[config.mk]
export PLATFORM = sky130hd
export DESIGN_NAME = pipeline_fetch
export DESIGN_NICKNAME = d
export VERILOG_FILES = /design/src/rtl/pipeline_fetch.sv
export SDC_FILE = /design/constraint.sdc
export NUM_CORES = 1
export LEC_CHECK = 0
export ABC_AREA = 1
export ABC_CLOCK_PERIOD_IN_PS = 3600
export CORE_UTILIZATION = 46
export DETAILED_ROUTE_END_ITERATION = 10
export PLACE_DENSITY = 0.95
export SLEW_MARGIN = 40
export SYNTH_ARGS = -nofsm -noshare
export SYNTH_HDL_FRONTEND = slang
export SYNTH_SLANG_ARGS = --single-unit
[constraint.sdc]
create_clock -name clk -period 3.6 [get_ports clk]
set_input_delay 0.36 -clock clk [delete_from_list [all_inputs] [get_ports clk]]
set_output_delay 0.36 -clock clk [all_outputs]
set_load 0.05 [all_outputs]
[src/rtl/pipeline_fetch.sv]
// rtl/pipeline_fetch.sv - fetch stage: owns the PC, issues one imem request at a time, feeds the FD register
module pipeline_fetch #(
  parameter logic [31:0] RESET_PC  = 32'h00400000,
  parameter logic [31:0] NOP_INSTR = 32'h00000000
) (
  input  logic        clk,
  input  logic        rst_n,
  input  logic        stall_f,
  input  logic        pc_src_d,
  input  logic [31:0] pc_branch_d,
  output logic        imem_req,
  output logic [31:0] imem_addr,
  input  logic        imem_ready,
  input  logic        imem_rvalid,
  input  logic [31:0] imem_rdata,
  output logic [31:0] instr_f,
  output logic [31:0] pc_plus_4_f,
  output logic        fetch_valid
);

  typedef enum logic [1:0] {
    ST_REQ  = 2'd0,
    ST_WAIT = 2'd1,
    ST_HAVE = 2'd2
  } state_t;

  state_t      state_q, state_d;
  logic [31:0] pc_q, pc_d;
  logic [31:0] hold_q, hold_d;
  logic        kill_q, kill_d;

  logic        redirect;
  logic [31:0] target;
  logic [31:0] pc_seq;

  // A stalled stage must not take a redirect; the hazard unit re-asserts it later.
  assign redirect = pc_src_d & ~stall_f;
  assign target   = pc_branch_d & ~32'h3;
  assign pc_seq   = pc_q + 32'd4;

  always_ff @(posedge clk or negedge rst_n) begin
    if (!rst_n) begin
      state_q <= ST_REQ;
      pc_q    <= RESET_PC;
      hold_q  <= NOP_INSTR;
      kill_q  <= 1'b0;
    end else begin
      state_q <= state_d;
      pc_q    <= pc_d;
      hold_q  <= hold_d;
      kill_q  <= kill_d;
    end
  end

  always_comb begin
    state_d = state_q;
    pc_d    = pc_q;
    hold_d  = hold_q;
    kill_d  = kill_q;
    case (state_q)
      ST_REQ: begin
        if (imem_ready) begin
          state_d = ST_WAIT;
          // The request already went out for the old PC; its response must be discarded.
          if (redirect) begin
            pc_d   = target;
            kill_d = 1'b1;
          end
        end else if (redirect) begin
          pc_d = target;
        end
      end
      ST_WAIT: begin
        if (imem_rvalid) begin
          if (kill_q || redirect) begin
            kill_d  = 1'b0;
            state_d = ST_REQ;
          end else begin
            hold_d  = imem_rdata;
            state_d = ST_HAVE;
          end
          if (redirect) pc_d = target;
        end else if (redirect) begin
          pc_d   = target;
          kill_d = 1'b1;
        end
      end
      ST_HAVE: begin
        if (!stall_f) begin
          pc_d    = pc_src_d ? target : pc_seq;
          state_d = ST_REQ;
        end
      end
      default: begin
        state_d = ST_REQ;
      end
    endcase
  end

  // Gate the request with rst_n so memory never sees a request while reset is held.
  assign imem_req    = (state_q == ST_REQ) & rst_n;
  assign imem_addr   = pc_q;
  assign fetch_valid = (state_q == ST_HAVE);
  assign instr_f     = (state_q == ST_HAVE) ? hold_q : NOP_INSTR;
  assign pc_plus_4_f = pc_seq;

endmodule

==> metrics.txt <==
Setup Viol. Count Final 0; Worst-Margin Slew 0.597 ns; area delta synth->final 49.2%; most frequent cell after synthesis nand2_1; crit path kind flop to output pin; Synth Flop Type dfrtp_1; Die Wd 93.8 um; core area 8180 um2; TritonCTS Sinks 65; HPWL Detailed 8400 um; RSZ-0062 raised after global routing false; TritonCTS clock tree yes; Async SR Flop Fraction 1.00; ANT nets after route 0; starting DRC count in detailed routing 179; Synth Instances 581; H-tree depth 3; type of origin of the critical path flop; CP endpoint kind output pin; Max Slew Vio Count 0; Total Routed Length 11100 um; Max VDD drop 0.422 mV; type of the most critical hold path input pin to async pin; Reg clk slew, reported paths 0.07 ns; gpl congestion 0.896; GRT Overall Usage 0.263; final setup TNS 0 ns; initial antenna violation count 0; leakage 2.58 nW; #FFs+latches synth 65; Required @ worst endpoint 3.24 ns; vias post-DR 4227; Via-to-Cell Ratio 5.00; slowest CP cell clkdlybuf4s50_1; min cycle time layout 3.17 ns; root buf cell clkbuf_8; drt pass-1 iters 4; synthesized cell area 3870 um2; fmax 0.316 GHz; Clock Latency Late Sink 0.34 ns; drc violations 0; Worst Setup Slack, final 0.433 ns; Die Span Y 93.8 um; worst-path fanout max 8; status finished, final reports clean; ANT cells 0; Post-CTS Setup Bufs 0; most frequent CP cell nand2_1; r2r endpoint imem_addr[2]; R2R cell count 9; Commonest cells post-synth 187 x nand2_1, 92 x nor2_1, 75 x inv_1, 64 x dfrtp_1, 53 x o21ai_0; GR Overflow Total 0; Mean Syn Cell Area 6.67 um2; CTS Hold Bufs 0; global-route wire length before repair 17900 um; largest net degree at the start of global routing 66; Max Root-Sink Buffers 2; Worst R2R Start state_q[1]; Yosys cell types 29; clk_skew 0.0132 ns; PortBufs 161; critical path's largest stage delay 0.80 ns; layout cells sized above 1 0.0418; YS warnings 0; worst reg2reg setup slack 1.38 ns; Synth area leader dfrtp_1; Yosys top cell area share 0.413; Synth area leaders dfrtp_1 41%, nand2_1 18%, nor2_1 8.9%; max_cap viols 0; pre-CTS setup slack 0.817 ns; row count 33; relative slew slack 0.602; total die area 8790 um2; Top Ports 168; PwrDens 917 nW/um2; Num CTS Buffers 9; WL/cell 13.1 um; vias in the first global route 3933; EDFF count, synth 0; CP arrival 2.81 ns; final period utilization 0.880; Final Hold Viols 0; post-cts sizing count 0; cells along the critical path ha_1, nand2_1, nor2_1, nand2_1, nor2_1, nand3_1, nand2_1, clkdlybuf4s50_1; initial core utilization 0.474; nets 807; register area share after synthesis 0.420
cell usage in the layout, fill, tap and decap left out, types with 2 or more instances in the layout:
master	count
inv_1	75
dfrtp_1	64
clkdlybuf4s50_1	160
o22ai_1	5
nand3_1	24
o21ai_1	3
nor2_1	91
xor2_1	6
clkbuf_8	10
a21oi_1	17
conb_1	4
buf_4	2
o21a_1	13
nand2_1	187
bufinv_16	2
o21ai_0	53
inv_2	3
nand3b_1	2
nor2_4	3
metal layers:
metal / vias to the layer above / share of wire / GRT usage
met2: 209 / 0.48 / 0.449
met1: 1899 / 0.41 / 0.314
li1: 2091 / - / -
met4: 0 / 0.029 / 0.122
met5: - / 0 / 0
met3: 28 / 0.082 / 0.0591
kinds of logic (layout without fill, tap and decap cells):
kind of cell / Yosys count / count (layout) / share of synthesized area
and+or+nand+nor: 311 / 311 / 0.317
buffers and inverters: 102 / 259 / 0.107
AOI/OAI and AO/OA: 94 / 94 / 0.136
DFF: 65 / 65 / 0.420
xor gates and xnor gates: 7 / 7 / 0.0158
adders and majority gates: 1 / 1 / 0.00323
other: 1 / 4 / 0.000968
critical path, delay by kind of cell (launching register included):
kind | cells | cell delay (ns)
DFF | 1 | 0.41
and+or+nand+nor | 6 | 1.05
adders and majority gates | 1 | 0.21
buffers and inverters | 1 | 0.80
registers in the layout, summed over array words and instances, names as in the netlist:
name	cells
hold_q	32
kill_q	1
imem_addr	30
state_q	2
layout make-up:
type / instances / area, um2
fillers: 620 / 2390
multi-input cells: 417 / 1850
repair buffers: 165 / 1650
flip-flops and latches: 65 / 1630
inverters: 78 / 293
clock buffers: 10 / 138
well taps: 105 / 131
clock inverters: 6 / 90.1
per-stage QoR:
stage / utilization / instances / hold slack [ns] / instance area, um2 / total power [mW]
after floorplan: - / 584 / 0.0644 / 3890 / 3.50
after global placement: 0.677 / 829 / 0.484 / 5530 / 4.50
after detailed placement: 0.679 / 830 / 0.506 / 5550 / 4.60
after CTS: 0.707 / 846 / 0.286 / 5780 / 5.32
after global routing: 0.707 / 846 / 0.203 / 5780 / 5.60
final: 0.707 / 846 / 0.153 / 5780 / 5.30
report_power, final:
part	switching, mW	leakage, nW	internal (mW)	total [mW]
Combinational	2.22	1.68	1.00	3.22
Sequential	0.298	0.787	1.07	1.37
Clock	0.296	0.113	0.411	0.708
Total	2.81	2.58	2.49	5.30
how the worst max path moves through the flow:
stage | from | end | slack, ns
after detailed placement | imem_addr[2] | pc_plus_4_f[22] | 0.82
after global placement | imem_addr[2] | pc_plus_4_f[22] | 0.88
after CTS | imem_addr[2] | pc_plus_4_f[22] | 0.45
final | imem_addr[2] | pc_plus_4_f[22] | 0.43
after floorplan | imem_addr[2] | pc_plus_4_f[7] | 1.03
after global routing | imem_addr[2] | pc_plus_4_f[22] | 0.27
No activity file was read; power rests on OpenSTA's default activity.
==> edit 1 (config.mk and constraints unchanged) <==
Re-encode `state_t` (3 states) as one-hot, 3 bits wide.
--- a/src/rtl/pipeline_fetch.sv
+++ b/src/rtl/pipeline_fetch.sv
@@ -20,6 +20,6 @@
 
-  typedef enum logic [1:0] {
-    ST_REQ  = 2'd0,
-    ST_WAIT = 2'd1,
-    ST_HAVE = 2'd2
+  typedef enum logic [2:0] {
+    ST_REQ  = 3'b001,
+    ST_WAIT = 3'b010,
+    ST_HAVE = 3'b100
   } state_t;
Formal check against the unedited RTL: no difference found for any inputs over 4 cycles, from zero or initial values and one cycle with rst_n low; so few cycles prove little.
==> edit 1 against the unedited design <==
Routed wire length up 7.7%; final cell count up 1.4%; register-to-register slack got worse by 500 ps; fmax up 6.8%; setup slack improved by 200 ps; count of clock-buffer cells in the layout increased by 1; clock skew decreased by 2.4 ps; die area is 3.8% higher; clock power down 24%; sequential cell count is 1 higher; power shrank 2.6%; area after synthesis rose by 3.9%; final area increased by 0.78%; largest power group unchanged; highest routed layer unchanged.
==> edit 1: results (changes against the unedited design) <==
| Metric | Value |
|---|---|
| Status | `complete, no violations (unchanged)` |
| Crit path launch | `imem_addr[3]$_DFFE_PN0P_ (was imem_addr[2]$_DFFE_PN0P_)` |
| Hold slack | `147.7 ps (was 152.7 ps)` |
| Fill cells | `649 (was 620)` |
| Lkg Pwr | `2.701 nW (was 2.584 nW)` |
| Critical Path Fanout Max | `4 (was 8)` |
| Detailed Route WL | `11990 µm (was 11120 µm)` |
| Dpl cells | `842 (was 830)` |
| Syn Inst Count | `595 (was 581)` |
| RePlAce Congestion | `0.8988 (was 0.8958)` |
| Worst VDD drop | `0.3736 mV (was 0.4217 mV)` |
| Adder and majority cell fraction of the synthesized area | `0.3108% (was 0.3229%)` |
| Slowest CP cell | `clkdlybuf4s50_1 (unchanged)` |
| Cell variety after synth | `31 (was 29)` |
| Synth area leaders | `dfrtp_1 40%, nand2_1 15%, nor2_1 11% (was dfrtp_1 41%, nand2_1 18%, nor2_1 8.9%)` |
| Sw frac | `54.47% (was 53.02%)` |
| Sequential power | `1.41 mW (was 1.37 mW)` |
| R2R Setup Slk | `880 ps (was 1380 ps)` |
| Global-route wire length before repair | `19240 µm (was 17930 µm)` |
| ANT cells | `0 (unchanged)` |
| Setup Skew | `10.85 ps (was 13.24 ps)` |
| Vias in the first global route | `4221 (was 3933)` |
| Post-synthesis xor/xnor area fraction | `1.523% (was 1.582%)` |
| Layout cell share with drive strength beyond 1 | `6.109% (was 4.184%)` |
| Fmax | `337.1 MHz (was 315.8 MHz)` |
| Register area share after synthesis | `41.08% (was 42.01%)` |
| Gr usage total | `27.29% (was 26.32%)` |
| CTS Root Cell | `clkbuf_8 (unchanged)` |
| Max reg flops | `32 (unchanged)` |
| Arrival time worst endpoint | `2610 ps (was 2810 ps)` |
| IO Port Bufs | `161 (unchanged)` |
| Largest net degree at the start of global routing | `67 (was 66)` |
| CP endpoint | `pc_plus_4_f[16] (was pc_plus_4_f[22])` |
| Rel. slew slack | `49.89% (was 60.16%)` |
| DP HPWL | `8898 µm (was 8403 µm)` |
| Drt pass-1 iters | `7 (was 4)` |
| Iter 0 DRT Violations | `226 (was 179)` |
| Worst r2r dst | `imem_addr[7]$_DFFE_PN0P_ (was imem_addr[2]$_DFFE_PN0P_)` |
| Complex-gate fraction of the synthesized area | `11.06% (was 13.59%)` |
| Pwr Total | `5.165 mW (was 5.300 mW)` |
| Nets@finish | `819 (was 807)` |
| Worst R2R Path Depth | `8 (was 9)` |
## edit 1: area by class of cell
type / instances / share of cell area, %
multi-input cells: 429 / 33.44
repair buffers: 165 / 28.16
well taps: 105 / 2.255
clock buffers: 11 / 2.255
flip-flops and latches: 66 / 28.39
clock inverters: 5 / 0.5369
inverters: 77 / 4.961
## edit 1: critical path: cells and delay by family (launching register included)
kind / cells / cell delay [ps]
and+or+nand+nor: 6 / 830
buffers and inverters: 1 / 820
adders and majority gates: 1 / 210
DFF: 1 / 400
## edit 1: metal layers
layer | routed length, µm | up-vias | global-route usage, %
met1 | 4684 | 2007 | 31.39
li1 | - | 2135 | -
met3 | 1109 | 37 | 5.901
met4 | 404 | 0 | 12.56
met5 | 0 | - | 0
met2 | 5787 | 239 | 48.21
## edit 1: cells by family after synthesis
kind of cell | count (synthesis)
flops | 66
compound gates | 81
xor+xnor | 7
fa+ha+maj | 1
buf+inv | 103
other cells | 1
simple gates | 336
==> edit 2 (same settings) <==
Made on the original files. The parameter `RESET_PC` goes from 32'h00400000 to 32'h00300000.
--- a/src/rtl/pipeline_fetch.sv
+++ b/src/rtl/pipeline_fetch.sv
@@ -2,3 +2,3 @@
 module pipeline_fetch #(
-  parameter logic [31:0] RESET_PC  = 32'h00400000,
+  parameter logic [31:0] RESET_PC  = 32'h00300000,
   parameter logic [31:0] NOP_INSTR = 32'h00000000
Check against the original RTL: not equivalent (Yosys sat finds a counterexample within 4 cycles, from zero or initial values and one cycle with rst_n low).
==> edit 2 against the unedited design <==
Routed wire length increased by 5.5%; worst hold slack improved by 20 ps; area after synthesis about the same; count of clock-buffer cells in the layout unchanged; die area about the same; final cell count unchanged; power decreased by 0.12%; setup slack got worse by 12 ps; sequential cell count unchanged; final area decreased by 0.41%; clock skew decreased by 2.7 ps; critical path type unchanged; critical endpoint is now pc_plus_4_f[20]; largest cell class unchanged; highest routed layer unchanged.
==> edit 2: results (changes against the unedited design) <==
| Metric | Value |
|---|---|
| Post-synth top cells | `187 x nand2_1, 92 x nor2_1, 75 x inv_1 (unchanged)` |
| Fill cells | `618 (was 620)` |
| Synth area leaders | `dfrtp_1 41%, nand2_1 18%, nor2_1 8.9% (unchanged)` |
| CP endpoint | `pc_plus_4_f[20] (was pc_plus_4_f[22])` |
| # resized after CTS | `0 (unchanged)` |
| Num CTS Buffers | `9 (unchanged)` |
| Postcts setup bufs | `0 (unchanged)` |
| Max reg flops | `32 (unchanged)` |
| Avg Inst Size Synth | `6.672 µm² (was 6.669 µm²)` |
| Crit path launch | `imem_addr[2]$_DFFE_PN0P_ (unchanged)` |
| DRT met1 WL | `4621 µm (was 4516 µm)` |
| Setup Skew | `10.57 ps (was 13.24 ps)` |
| Nets@finish | `807 (unchanged)` |
| HP Class | `primary input to asynchronous set/reset pin (unchanged)` |
| Slowest CP cell | `clkdlybuf4s50_1 (unchanged)` |
| Worst VDD drop | `0.3638 mV (was 0.4217 mV)` |
| RePlAce Congestion | `0.8764 (was 0.8958)` |
| Worst R2R Path Depth | `9 (unchanged)` |
| Arrival time worst endpoint | `2820 ps (was 2810 ps)` |
| DR WL/cell | `13.87 µm (was 13.15 µm)` |
| Via Count | `4289 (was 4227)` |
| Warnings from Yosys | `0 (unchanged)` |
| ANT cells | `0 (unchanged)` |
| Status | `complete, no violations (unchanged)` |
| Async SR Flop Fraction | `100.0% (unchanged)` |
| Post-Place Setup Slack | `836.4 ps (was 816.5 ps)` |
| Vias in the first global route | `4156 (was 3933)` |
| Global-route wire length before repair | `18950 µm (was 17930 µm)` |
| Worst r2r dst | `imem_addr[2]$_DFFE_PN0P_ (unchanged)` |
| Rel. slew slack | `56.62% (was 60.16%)` |
| Largest net degree at the start of global routing | `66 (unchanged)` |
| Antenna violations before repair | `0 (unchanged)` |
| Lkg Pwr | `2.573 nW (was 2.584 nW)` |
| Critical Path Fanout Max | `8 (unchanged)` |
| Worst path max stage delay | `800 ps (about the same)` |
| Clock-pin transition on the worst setup and hold timing paths | `80 ps` |
| Iter 0 DRT Violations | `187 (was 179)` |
| Layout cell share with drive strength beyond 1 | `4.184% (unchanged)` |
| Max Cap Violations | `0 (unchanged)` |
| CTS Root Cell | `clkbuf_8 (unchanged)` |
| R2R Setup Slk | `1230 ps (was 1380 ps)` |
| DP HPWL | `8574 µm (was 8403 µm)` |
| WL met2 | `5618 µm (was 5369 µm)` |
| Max Used Layer | `met4 (unchanged)` |
| Register area share after synthesis | `42.03% (was 42.01%)` |
| WL met3 | `1073 µm (was 910 µm)` |
| IO Port Bufs | `161 (unchanged)` |
| Worst reg2reg path startpoint | `state_q[1]$_DFFE_PN0P_ (unchanged)` |
| Gr usage total | `27.79% (was 26.32%)` |
| Clock Latency Late Sink | `340 ps (about the same)` |
| Setup WS post-layout | `420.7 ps (was 433.0 ps)` |
| Via density | `5.070 (was 4.996)` |
| NetSw | `2.827 mW (was 2.810 mW)` |
| CTS max path bufs | `2 (unchanged)` |
[edit 2: cell count changes after synthesis, sizes merged]
cell   delta
dfrtp     -1
dfstp     +1
[edit 2: metal layers]
metal / up-vias / track usage [%]
met4: 0 / 15.51
met3: 33 / 5.502
met1: 1919 / 33.59
met2: 245 / 46.17
met5: - / 0
li1: 2092 / -
[edit 2: layout make-up]
type | instances | area [µm²] | area share, %
timing repair buffer | 165 | 1640 | 28.49
inverter | 78 | 292.8 | 5.086
sequential | 65 | 1629 | 28.30
clock inverter | 6 | 82.58 | 1.434
clock buffer | 10 | 127.6 | 2.217
multi-input combinational | 417 | 1853 | 32.19
tap | 105 | 131.4 | 2.282
[edit 2: power groups by stage]
stage               sequential (mW)  combinational, mW  clock (mW)
global route                   1.43               3.43       0.727
detailed placement             1.39               3.22           0
floorplan                      1.84               1.66           0
CTS                            1.38               3.23       0.687
finish                         1.38               3.23       0.684
global placement               1.37               3.15           0
[edit 2: critical path, delay by kind of cell (launching register included)]
family | cells | cell delay [ps]
fa+ha+maj | 1 | 200
flops | 1 | 410
buf+inv | 1 | 800
simple gates | 6 | 1060
[edit 2: cell families (layout without fill, tap and decap cells)]
family,after synthesis,count (layout),synth area share (%)
buffers and inverters,102,259,10.65
XOR/XNOR,7,7,1.582
adder cells (fa/ha/maj),1,1,0.3227
AND/OR/NAND/NOR,311,311,31.73
flip-flops,65,65,42.03
AO/OA/AOI/OAI,94,94,13.59
other,1,4,0.09674
[edit 2: worst min path at each step]
stage / slack [ps] / depth (start not counted) / to
after floorplan: 60 / 0 / hold_q[0]$_DFFE_PN0P_
after global routing: 230 / 2 / imem_addr[28]$_DFFE_PN0P_
final: 170 / 2 / imem_addr[28]$_DFFE_PN0P_
after detailed placement: 520 / 2 / imem_addr[20]$_DFFE_PN1P_
after CTS: 310 / 2 / imem_addr[28]$_DFFE_PN0P_
after global placement: 480 / 2 / kill_q$_DFFE_PN0P_
[edit 2: stage by stage]
stage          utilization (%)  cell area (µm²)
3_5_place_dp             67.80             5543
6_report                 70.42             5757
5_1_grt                  70.42             5757
2_1_floorplan                -             3887
3_3_place_gp             67.80             5543
4_1_cts                  70.37             5753
